### config.mk
export PLATFORM = sky130hd
export DESIGN_NAME = mips_alu_arbiter_flat
export DESIGN_NICKNAME = d
export VERILOG_FILES = /design/src/rtl/mips_alu_arbiter_if.sv /design/src/rtl/mips_alu_arbiter.sv /design/src/flat_wrapper.sv
export SDC_FILE = /design/constraint.sdc
export NUM_CORES = 1
export LEC_CHECK = 0
export CORE_MARGIN = 5
export CORE_UTILIZATION = 37
export DETAILED_ROUTE_END_ITERATION = 8
export PLACE_DENSITY = 0.77
export SYNTH_ARGS = -nofsm -noshare
export SYNTH_HDL_FRONTEND = slang
export SYNTH_SLANG_ARGS = --single-unit
### constraint.sdc
create_clock -name clk -period 5 [get_ports clk]
set_input_delay 1 -clock clk [delete_from_list [all_inputs] [get_ports clk]]
set_output_delay 1 -clock clk [all_outputs]
set_load 0.05 [all_outputs]
### src/rtl/mips_alu_arbiter_if.sv
// Shared types and the requester/ALU/response bundle for the round-robin
// arbiter that shares one combinational MIPS ALU between two requesters.
package mips_alu_arbiter_pkg;

   localparam int unsigned Data_Width  = 32;
   localparam int unsigned Shamt_Width = 5;
   localparam int unsigned Num_Req     = 2;

   typedef enum logic [3:0] {
      ADD_ALU_Sel  = 4'h0,
      SUB_ALU_Sel  = 4'h1,
      AND_ALU_Sel  = 4'h2,
      OR_ALU_Sel   = 4'h3,
      XOR_ALU_Sel  = 4'h4,
      NOR_ALU_Sel  = 4'h5,
      SLT_ALU_Sel  = 4'h6,
      SLTU_ALU_Sel = 4'h7,
      SLL_ALU_Sel  = 4'h8,
      SRL_ALU_Sel  = 4'h9,
      SRA_ALU_Sel  = 4'hA,
      SLLV_ALU_Sel = 4'hB,
      SRLV_ALU_Sel = 4'hC,
      SRAV_ALU_Sel = 4'hD,
      LUI_ALU_Sel  = 4'hE
   } alu_sel_t;

   typedef struct packed {
      alu_sel_t                sel;
      logic [Data_Width-1:0]   a;
      logic [Data_Width-1:0]   b;
      logic [Shamt_Width-1:0]  shamt;
   } alu_op_t;

   localparam alu_op_t Op_Reset = '{sel: ADD_ALU_Sel, a: '0, b: '0, shamt: '0};

endpackage

interface mips_alu_arbiter_if;
   import mips_alu_arbiter_pkg::*;

   logic [Num_Req-1:0]      req_valid;
   logic [Num_Req-1:0]      req_ready;
   alu_sel_t                req_sel0;
   alu_sel_t                req_sel1;
   logic [Data_Width-1:0]   req_a0;
   logic [Data_Width-1:0]   req_a1;
   logic [Data_Width-1:0]   req_b0;
   logic [Data_Width-1:0]   req_b1;
   logic [Shamt_Width-1:0]  req_shamt0;
   logic [Shamt_Width-1:0]  req_shamt1;

   alu_sel_t                alu_sel;
   logic [Data_Width-1:0]   alu_a;
   logic [Data_Width-1:0]   alu_b;
   logic [Shamt_Width-1:0]  alu_shamt;
   logic [Data_Width-1:0]   alu_result;

   logic                    rsp_valid;
   logic                    rsp_ready;
   logic [Data_Width-1:0]   rsp_data;
   logic                    rsp_zero;
   logic                    rsp_id;

   // Arbiter side
   modport slave (
      input  req_valid, req_sel0, req_sel1, req_a0, req_a1,
             req_b0, req_b1, req_shamt0, req_shamt1,
      output req_ready,
      output alu_sel, alu_a, alu_b, alu_shamt,
      input  alu_result,
      output rsp_valid, rsp_data, rsp_zero, rsp_id,
      input  rsp_ready
   );

   // Requester / ALU / consumer side
   modport master (
      output req_valid, req_sel0, req_sel1, req_a0, req_a1,
             req_b0, req_b1, req_shamt0, req_shamt1,
      input  req_ready,
      input  alu_sel, alu_a, alu_b, alu_shamt,
      output alu_result,
      input  rsp_valid, rsp_data, rsp_zero, rsp_id,
      output rsp_ready
   );

endinterface

### src/rtl/mips_alu_arbiter.sv
// Round-robin arbiter sharing one combinational MIPS ALU between the execute
// stage (requester 0) and the multi-cycle helper (requester 1).
module mips_alu_arbiter
   import mips_alu_arbiter_pkg::*;
(
   input  logic                clk,
   input  logic                rst,
   mips_alu_arbiter_if.slave   arb
);

   typedef enum logic [1:0] {
      IDLE = 2'd0,
      EXEC = 2'd1,
      RESP = 2'd2
   } state_t;

   state_t                  state_q, state_d;
   logic                    ptr_q, ptr_d;
   alu_op_t                 op_q, op_d;
   logic [Data_Width-1:0]   rsp_data_q, rsp_data_d;
   logic                    rsp_zero_q, rsp_zero_d;
   logic                    rsp_id_q, rsp_id_d;

   logic                    grant_c;
   logic                    accept_c;
   logic [Num_Req-1:0]      req_ready_c;
   alu_op_t                 cand_op_c;

   // With both requesters valid, ptr breaks the tie; otherwise the lone valid wins.
   always_comb begin
      grant_c         = (&arb.req_valid) ? ptr_q : arb.req_valid[1];
      accept_c        = (state_q == IDLE) && (|arb.req_valid);
      cand_op_c.sel   = grant_c ? arb.req_sel1   : arb.req_sel0;
      cand_op_c.a     = grant_c ? arb.req_a1     : arb.req_a0;
      cand_op_c.b     = grant_c ? arb.req_b1     : arb.req_b0;
      cand_op_c.shamt = grant_c ? arb.req_shamt1 : arb.req_shamt0;
   end

   always_ff @(posedge clk or posedge rst) begin
      if (rst) begin
         state_q <= IDLE;
      end else begin
         state_q <= state_d;
      end
   end

   always_comb begin
      state_d = state_q;
      case (state_q)
         IDLE:    if (accept_c) state_d = EXEC;
         EXEC:    state_d = RESP;
         RESP:    if (arb.rsp_ready) state_d = IDLE;
         default: state_d = IDLE;
      endcase
   end

   always_comb begin
      req_ready_c = '0;
      ptr_d       = ptr_q;
      op_d        = op_q;
      rsp_data_d  = rsp_data_q;
      rsp_zero_d  = rsp_zero_q;
      rsp_id_d    = rsp_id_q;
      case (state_q)
         IDLE: begin
            if (accept_c) begin
               req_ready_c[grant_c] = 1'b1;
               op_d                 = cand_op_c;
               rsp_id_d             = grant_c;
               ptr_d                = ~grant_c;
            end
         end
         EXEC: begin
            rsp_data_d = arb.alu_result;
            rsp_zero_d = (arb.alu_result == '0);
         end
         default: begin
         end
      endcase
   end

   always_ff @(posedge clk or posedge rst) begin
      if (rst) begin
         ptr_q      <= 1'b0;
         op_q       <= Op_Reset;
         rsp_data_q <= '0;
         rsp_zero_q <= 1'b1;
         rsp_id_q   <= 1'b0;
      end else begin
         ptr_q      <= ptr_d;
         op_q       <= op_d;
         rsp_data_q <= rsp_data_d;
         rsp_zero_q <= rsp_zero_d;
         rsp_id_q   <= rsp_id_d;
      end
   end

   assign arb.req_ready = req_ready_c;
   assign arb.alu_sel   = op_q.sel;
   assign arb.alu_a     = op_q.a;
   assign arb.alu_b     = op_q.b;
   assign arb.alu_shamt = op_q.shamt;
   assign arb.rsp_valid = (state_q == RESP);
   assign arb.rsp_data  = rsp_data_q;
   assign arb.rsp_zero  = rsp_zero_q;
   assign arb.rsp_id    = rsp_id_q;

   // A stalled response must leave every visible register untouched.
   ready_onehot_a: assert property (@(posedge clk) disable iff (rst)
      $onehot0(req_ready_c));

   resp_stall_a: assert property (@(posedge clk) disable iff (rst)
      (state_q == RESP && !arb.rsp_ready) |=>
         (state_q == RESP && $stable(rsp_data_q) && $stable(rsp_id_q) && $stable(op_q)));

endmodule

### src/flat_wrapper.sv
// flat-port wrapper written by rule: the top's interface ports become plain ports
module mips_alu_arbiter_flat import mips_alu_arbiter_pkg::*;
  (clk, rst, arb_req_valid, arb_req_sel0, arb_req_sel1, arb_req_a0, arb_req_a1, arb_req_b0, arb_req_b1, arb_req_shamt0, arb_req_shamt1, arb_req_ready, arb_alu_sel, arb_alu_a, arb_alu_b, arb_alu_shamt, arb_alu_result, arb_rsp_valid, arb_rsp_data, arb_rsp_zero, arb_rsp_id, arb_rsp_ready);
  mips_alu_arbiter_if arb_i ();
  input  logic clk;
  input  logic rst;
  input wire logic [$bits(arb_i.req_valid)-1:0] arb_req_valid;
  input wire logic [$bits(arb_i.req_sel0)-1:0] arb_req_sel0;
  input wire logic [$bits(arb_i.req_sel1)-1:0] arb_req_sel1;
  input wire logic [$bits(arb_i.req_a0)-1:0] arb_req_a0;
  input wire logic [$bits(arb_i.req_a1)-1:0] arb_req_a1;
  input wire logic [$bits(arb_i.req_b0)-1:0] arb_req_b0;
  input wire logic [$bits(arb_i.req_b1)-1:0] arb_req_b1;
  input wire logic [$bits(arb_i.req_shamt0)-1:0] arb_req_shamt0;
  input wire logic [$bits(arb_i.req_shamt1)-1:0] arb_req_shamt1;
  output wire logic [$bits(arb_i.req_ready)-1:0] arb_req_ready;
  output wire logic [$bits(arb_i.alu_sel)-1:0] arb_alu_sel;
  output wire logic [$bits(arb_i.alu_a)-1:0] arb_alu_a;
  output wire logic [$bits(arb_i.alu_b)-1:0] arb_alu_b;
  output wire logic [$bits(arb_i.alu_shamt)-1:0] arb_alu_shamt;
  input wire logic [$bits(arb_i.alu_result)-1:0] arb_alu_result;
  output wire logic [$bits(arb_i.rsp_valid)-1:0] arb_rsp_valid;
  output wire logic [$bits(arb_i.rsp_data)-1:0] arb_rsp_data;
  output wire logic [$bits(arb_i.rsp_zero)-1:0] arb_rsp_zero;
  output wire logic [$bits(arb_i.rsp_id)-1:0] arb_rsp_id;
  input wire logic [$bits(arb_i.rsp_ready)-1:0] arb_rsp_ready;
  assign arb_i.req_valid = arb_req_valid;
  assign arb_i.req_sel0 = arb_req_sel0;
  assign arb_i.req_sel1 = arb_req_sel1;
  assign arb_i.req_a0 = arb_req_a0;
  assign arb_i.req_a1 = arb_req_a1;
  assign arb_i.req_b0 = arb_req_b0;
  assign arb_i.req_b1 = arb_req_b1;
  assign arb_i.req_shamt0 = arb_req_shamt0;
  assign arb_i.req_shamt1 = arb_req_shamt1;
  assign arb_req_ready = arb_i.req_ready;
  assign arb_alu_sel = arb_i.alu_sel;
  assign arb_alu_a = arb_i.alu_a;
  assign arb_alu_b = arb_i.alu_b;
  assign arb_alu_shamt = arb_i.alu_shamt;
  assign arb_i.alu_result = arb_alu_result;
  assign arb_rsp_valid = arb_i.rsp_valid;
  assign arb_rsp_data = arb_i.rsp_data;
  assign arb_rsp_zero = arb_i.rsp_zero;
  assign arb_rsp_id = arb_i.rsp_id;
  assign arb_i.rsp_ready = arb_rsp_ready;
  mips_alu_arbiter u_core (.clk(clk), .rst(rst), .arb(arb_i));
endmodule
=== Yosys cells after proc, flatten, opt, wreduce, memory -nomap -nowiden ===
Index checks and enable logic that the tools add are counted.
W data, S select, Z words.

* Magnitude comparators: 2
* Equal/unequal tests: 4
* Muxes and demuxes: 12
* Bitwise operators: 1
* Reductions and logical operators: 8

{| class="wikitable"
|+ Operators by type and width
! cell !! count
|-
| $mux W32 || 2
|-
| $logic_not A32 Y1 || 1
|-
| $mux W2 || 4
|-
| $pmux W2 S3 || 1
|-
| $reduce_and A2 Y1 || 3
|-
| $mux W5 || 1
|-
| $mux W4 || 1
|-
| $ne A2 B1 Y1 const B || 2
|-
| $eq A2 B1 Y1 const B || 1
|-
| $eq A2 B2 Y1 const B || 1
|-
| $logic_and A1 B1 Y1 || 2
|-
| $logic_not A2 Y1 || 1
|-
| $lt A1 B2 Y1 const B || 1
|-
| $mux W1 || 2
|-
| $reduce_or A2 Y1 || 1
|-
| $demux W1 S1 || 1
|-
| $ge A1 B1 Y1 const B || 1
|-
| $not A1 Y1 || 1
|}

* Bits in registers: 110
* Bits of input ports: 183
* Output and inout port bits: 110
* Word-level logic and storage cells: 36

=== Depth between registers and ports, before layout ===
* Depth after elaboration: 8
* Mapped depth: 5
* Mapped depth without buffers: 3

=== Worst setup path before layout ===
No wires, ideal clock.

* Path kind: input-to-output
* Start point: input arb_req_valid[0]
* End point: output arb_req_ready[0]
* Arrival time: 1,740 ps
* Data required time: 4,000 ps
* Setup slack: 2,260 ps
* Stages: 3
* Path buffers: 1
* Path through: inv_2 a2111oi_4 buf_2

* Longest elaborated chain between the ends: 8
* Elaborated cells between the ends (all ways): 11
* Those cells by class: order compare (2); mux (5); reduce/logical (4)

{| class="wikitable"
|+ RTL lines
! what !! line !! text
|-
| from (decl) || flat_wrapper.sv:7 || <nowiki>input wire logic [$bits(arb_i.req_valid)-1:0] arb_req_valid;</nowiki>
|-
| $reduce_and A2 Y1 || mips_alu_arbiter.sv:31 || <nowiki>grant_c = (&arb.req_valid) ? ptr_q : arb.req_valid[1];</nowiki>
|-
| $mux W1 || mips_alu_arbiter.sv:31 ||
|-
| $lt A1 B2 Y1 (not written as such) / $ge A1 B1 Y1 (equally long branches) || mips_alu_arbiter.sv:67 || <nowiki>req_ready_c[grant_c] = 1'b1;</nowiki>
|-
| $logic_and A1 B1 Y1 (not written as such) || mips_alu_arbiter.sv:67 ||
|-
| $mux W1 (not written as such) || mips_alu_arbiter.sv:67 ||
|-
| $demux W1 S1 || -- ||
|-
| $mux W2 (*) || mips_alu_arbiter.sv:66 || <nowiki>if (accept_c) begin</nowiki>
|-
| $mux W2 (*) || mips_alu_arbiter.sv:64 || <nowiki>case (state_q)</nowiki>
|-
| to (decl) || flat_wrapper.sv:16 || <nowiki>output wire logic [$bits(arb_i.req_ready)-1:0] arb_req_ready;</nowiki>
|}

Mark *: on every way between the ends. The rest lies on a longest branch, timed or not.

=== Final worst setup path ===
Same ends and word-level chain as after synthesis.

==> run summary <==
The flow ran to the end, and the final reports show no timing, DRC or antenna violations. The tree is rooted in a sky130_fd_sc_hd__clkbuf_16. The routed length per instance came out at approximately 22 µm. The utilization after layout came out at approximately 64%.

STA classifies the critical path endpoint as an output pin. After detailed routing, the number of vias per cell comes to about 5.4. The congestion estimate from routability-driven global placement came to between 0.8 and 0.9.

The power per unit of standard cell area came out at about 750 mW/mm². The synthesized netlist occupies a cell area of around 0.0048 mm². TritonCTS built the clock tree. The count of fill cells added during filler insertion is between 1000 and 1500.

The area share of the largest cell type after synthesis came out at 56.9%. The period utilization is between 70 and 80%. The register share of total power is 26.2%.

Buffers added to address setup during post-CTS repair amount to 0. The largest total area in the synthesized netlist belongs to sky130_fd_sc_hd__dfrtp_1. The aggregate routed wire length is 17600 µm. The measured slew at the worst slew-check pin is about 900 ps. The die footprint is ~0.015 mm². Setup violations remaining at the end of the flow were counted as 0.

The cell family contributing the most delay on the critical path is buffers and inverters. The number of distinct standard cells referenced by the synthesized netlist is 26. After clock tree synthesis, the clock-pin slew on the worst setup and hold paths is ~70 ps. The internal power contribution came out at approximately 3100 µW. Counting tap cells, the placed design contains a total of roughly 790 instances. The number of remaining DRC errors is 0.

The switching part of the total is 48.8%. The tool flagged a number of max-cap violations equal to 0. STA classifies the critical path startpoint as an input port. In the final timing run, aggregate negative setup slack is 0 ps.

The HPWL after detailed placement is ~13000 µm. The first detailed-routing pass ran for 4 iterations. The level count of the clock H-tree came out at 3. The number of pins exceeding their max-slew limit in the final report came out at 0. The fraction of registers with async set/reset came out at between 90% and 100%. The number of synthesized flops with an enable pin is 0. The delay of the slowest cell on the worst path is between 800 and 900 ps. The initial antenna violation count came out at 0. The floorplan step defined a core boundary enclosing between 0.01 and 0.015 mm².

The hold buffer count at cts came out at 0. The net count reported at finish is 808. The number of diodes added for antenna fixing is 0. The number of buffers on the longest clock path is 2. The number of warnings reported in the yosys synthesis log is 0. Ranked by instance count, the synthesized netlist is headed by 109 x sky130_fd_sc_hd__dfrtp_1, 73 x sky130_fd_sc_hd__a221o_1, 69 x sky130_fd_sc_hd__a21boi_0. The x dimension of the die is 124 µm.

Setup repair after global routing left no endpoint under its margin. The total global routing track utilization is 22.6%. The cell with the largest stage delay on the worst path is sky130_fd_sc_hd__clkdlybuf4s50_1. The endpoint required time on the critical path came out at ~4000 ps. The largest voltage drop on the vdd net is 0.893 mV. The remaining max-slew budget at the tightest pin is roughly 42%. The count of nets left with antenna violations once routing finished came out at 0. The first global-routing pass estimated ~26000 µm of wire. The pin count of the biggest net entering global routing came out at 77. The total design power is approximately 6000 µW.

In this run the mean area of a mapped cell was between 10 and 15 µm². The worst hold margin came out at 473 ps. The met1 demand-to-capacity share in global routing is 25.0%. The number of port buffers is between 200 and 300.

The library cell appearing most often on the critical path is sky130_fd_sc_hd__clkdlybuf4s50_1. The category of the most critical setup path is in2out. Global routing used ~39% of the available met2 tracks. In this run, CTS created clock tree buffers numbering 9. The number of instances in the synthesized netlist came out at 351. The I/O pin total is about 290. The critical path arrival came out at about 2800 ps. The worst-case clock skew came out at between 8 and 9 ps. The area growth from synthesis to layout is 67.8%. The cell row count is 41. In this run, the number of DRC markers left after iteration 0 of detailed routing was about 260. The critical path goes through clkdlybuf4s50_1 -> inv_2 -> a2111oi_4 -> clkdlybuf4s50_1.

The maximum clock frequency came out at roughly 260 MHz. The count of state elements after synthesis is between 100 and 150. For the finished layout, the period the worst path requires is 3810 ps. For this run, global-route usage on met3 was measured as a little under a tenth.

The reported net switching power is roughly 2900 µW. By area the synthesized netlist is led by sky130_fd_sc_hd__dfrtp_1 57%, sky130_fd_sc_hd__a221o_1 15%, sky130_fd_sc_hd__a21boi_0 11%. The net count of the mapped netlist is 534.

The analysis attributes to cell leakage a power of 0.00322 µW. The die is 124 µm tall. The combinational share of power came out at between 60% and 70%. Yosys instantiated no cell more often than sky130_fd_sc_hd__dfrtp_1. The portion of the post-synthesis area used by sequential elements came out at between 50% and 60%. The total vias in the final route came out at 4323. The share of post-route cells with drive strength above 1 came out at under 10%. The via count of the first global-routing pass is approximately 4900. The number of clock sinks seen by CTS is 110.

In this run the most used layer during global routing was met2. The residual overflow from global routing is 0. The most used flip-flop cell after synthesis is sky130_fd_sc_hd__dfrtp_1. The clock network burns between 10% and 20% of the power.

The worst hold-check path type is reg2reg. The post-cts repair resize count is 0. The combined buffer and inverter count along the critical path is 3. The count of final hold-check violations was 0. Of all nets on the critical path, the largest fanout is 2.

Clock latency on the worst-skew pair, taken at its later pin, is roughly 350 ps. The number of standard cells in the final layout excluding fillers is ~800. Once the floorplan was initialized, standard cells occupied a little under two fifths of the core.
[cell type report]
cell class	count	area (µm²)	share of cell area, %
Sequential cell	110	2750	34.2
Inverter	3	13.8	0.171
Timing Repair Buffer	299	2970	36.9
Clock buffer	14	264	3.28
Multi-Input combinational cell	202	1810	22.5
Clock inverter	2	17.5	0.218
Tap cell	172	215	2.67
[power groups by stage]
stage               Clock, µW  Combinational [µW]  Sequential (µW)
finish                    692                3740             1570
global route              741                3900             1630
global placement            0                3700             1560
detailed placement          0                3750             1580
floorplan                   0                1000             3030
CTS                       712                3770             1580
[final timing paths]
check / startpoint / endpoint / slack, ps / cells past startpoint
worst max-delay path: arb_req_valid[0] / arb_req_ready[0] / 1190 / 4
worst min-delay path: u_core.arb.rsp_zero$_DFFE_PP1N_ / u_core.arb.rsp_zero$_DFFE_PP1N_ / 470 / 2
worst max register to register: u_core.state_q[1]$_DFFE_PP0P_ / u_core.arb.alu_a[28]$_DFFE_PP0P_ / 3000 / 3
worst min register to register: u_core.arb.rsp_zero$_DFFE_PP1N_ / u_core.arb.rsp_zero$_DFFE_PP1N_ / 470 / 2
max in group asynchronous: rst / u_core.arb.rsp_zero$_DFFE_PP1N_ / 3060 / 3
min in group asynchronous: rst / u_core.arb.alu_b[27]$_DFFE_PP0P_ / 1060 / 2
[stage by stage]
stage / setup WS (ps) / instance area (µm²)
2_1_floorplan: 1100 / 4790
3_3_place_gp: 1190 / 7760
3_5_place_dp: 1170 / 7760
4_1_cts: 1160 / 8050
5_1_grt: 1090 / 8050
6_report: 1190 / 8050
[sequential cells by signal (all words and copies together), names as in the netlist]
register / count
u_core.arb.alu_a: 32
u_core.arb.alu_b: 32
u_core.arb.alu_shamt: 5
u_core.ptr_q: 1
u_core.arb.alu_sel: 4
u_core.arb.rsp_zero: 1
u_core.arb.rsp_data: 32
u_core.arb.rsp_id: 1
u_core.state_q: 2
[logic make-up (layout without fill, tap and decap cells)]
kind of cell / after synthesis / after routing / synth area share, %
AND/OR/NAND/NOR: 18 / 18 / 2.19
AO/OA/AOI/OAI: 152 / 152 / 27.9
multiplexers: 32 / 32 / 7.52
buffers and inverters: 39 / 318 / 4.93
flip-flops: 110 / 110 / 57.4
[worst min-delay path: cells and delay by family (launching register included)]
| family | cells | cell delay [ps] |
|---|---|---|
| DFF | 1 | 370 |
| and+or+nand+nor | 1 | 50 |
| AOI/OAI and AO/OA | 1 | 60 |
[layer usage]
metal	part of all wire [%]	up-vias
li1	-	1940
met1	35	2138
met2	52	214
met3	11	31
met4	2.5	0
met5	0	-
[cells in the final DEF, fill, tap and decap left out, drive strengths merged, types with 2 or more instances in the layout]
master / instances
a21oi: 2
buf: 8
nand4: 2
a21boi: 73
inv: 4
dfrtp: 109
clkbuf: 14
nor2: 3
mux2: 32
clkdlybuf4s50: 291
nor4: 8
nand2b: 2
a221o: 73
No activity file was read; power rests on OpenSTA's default activity.
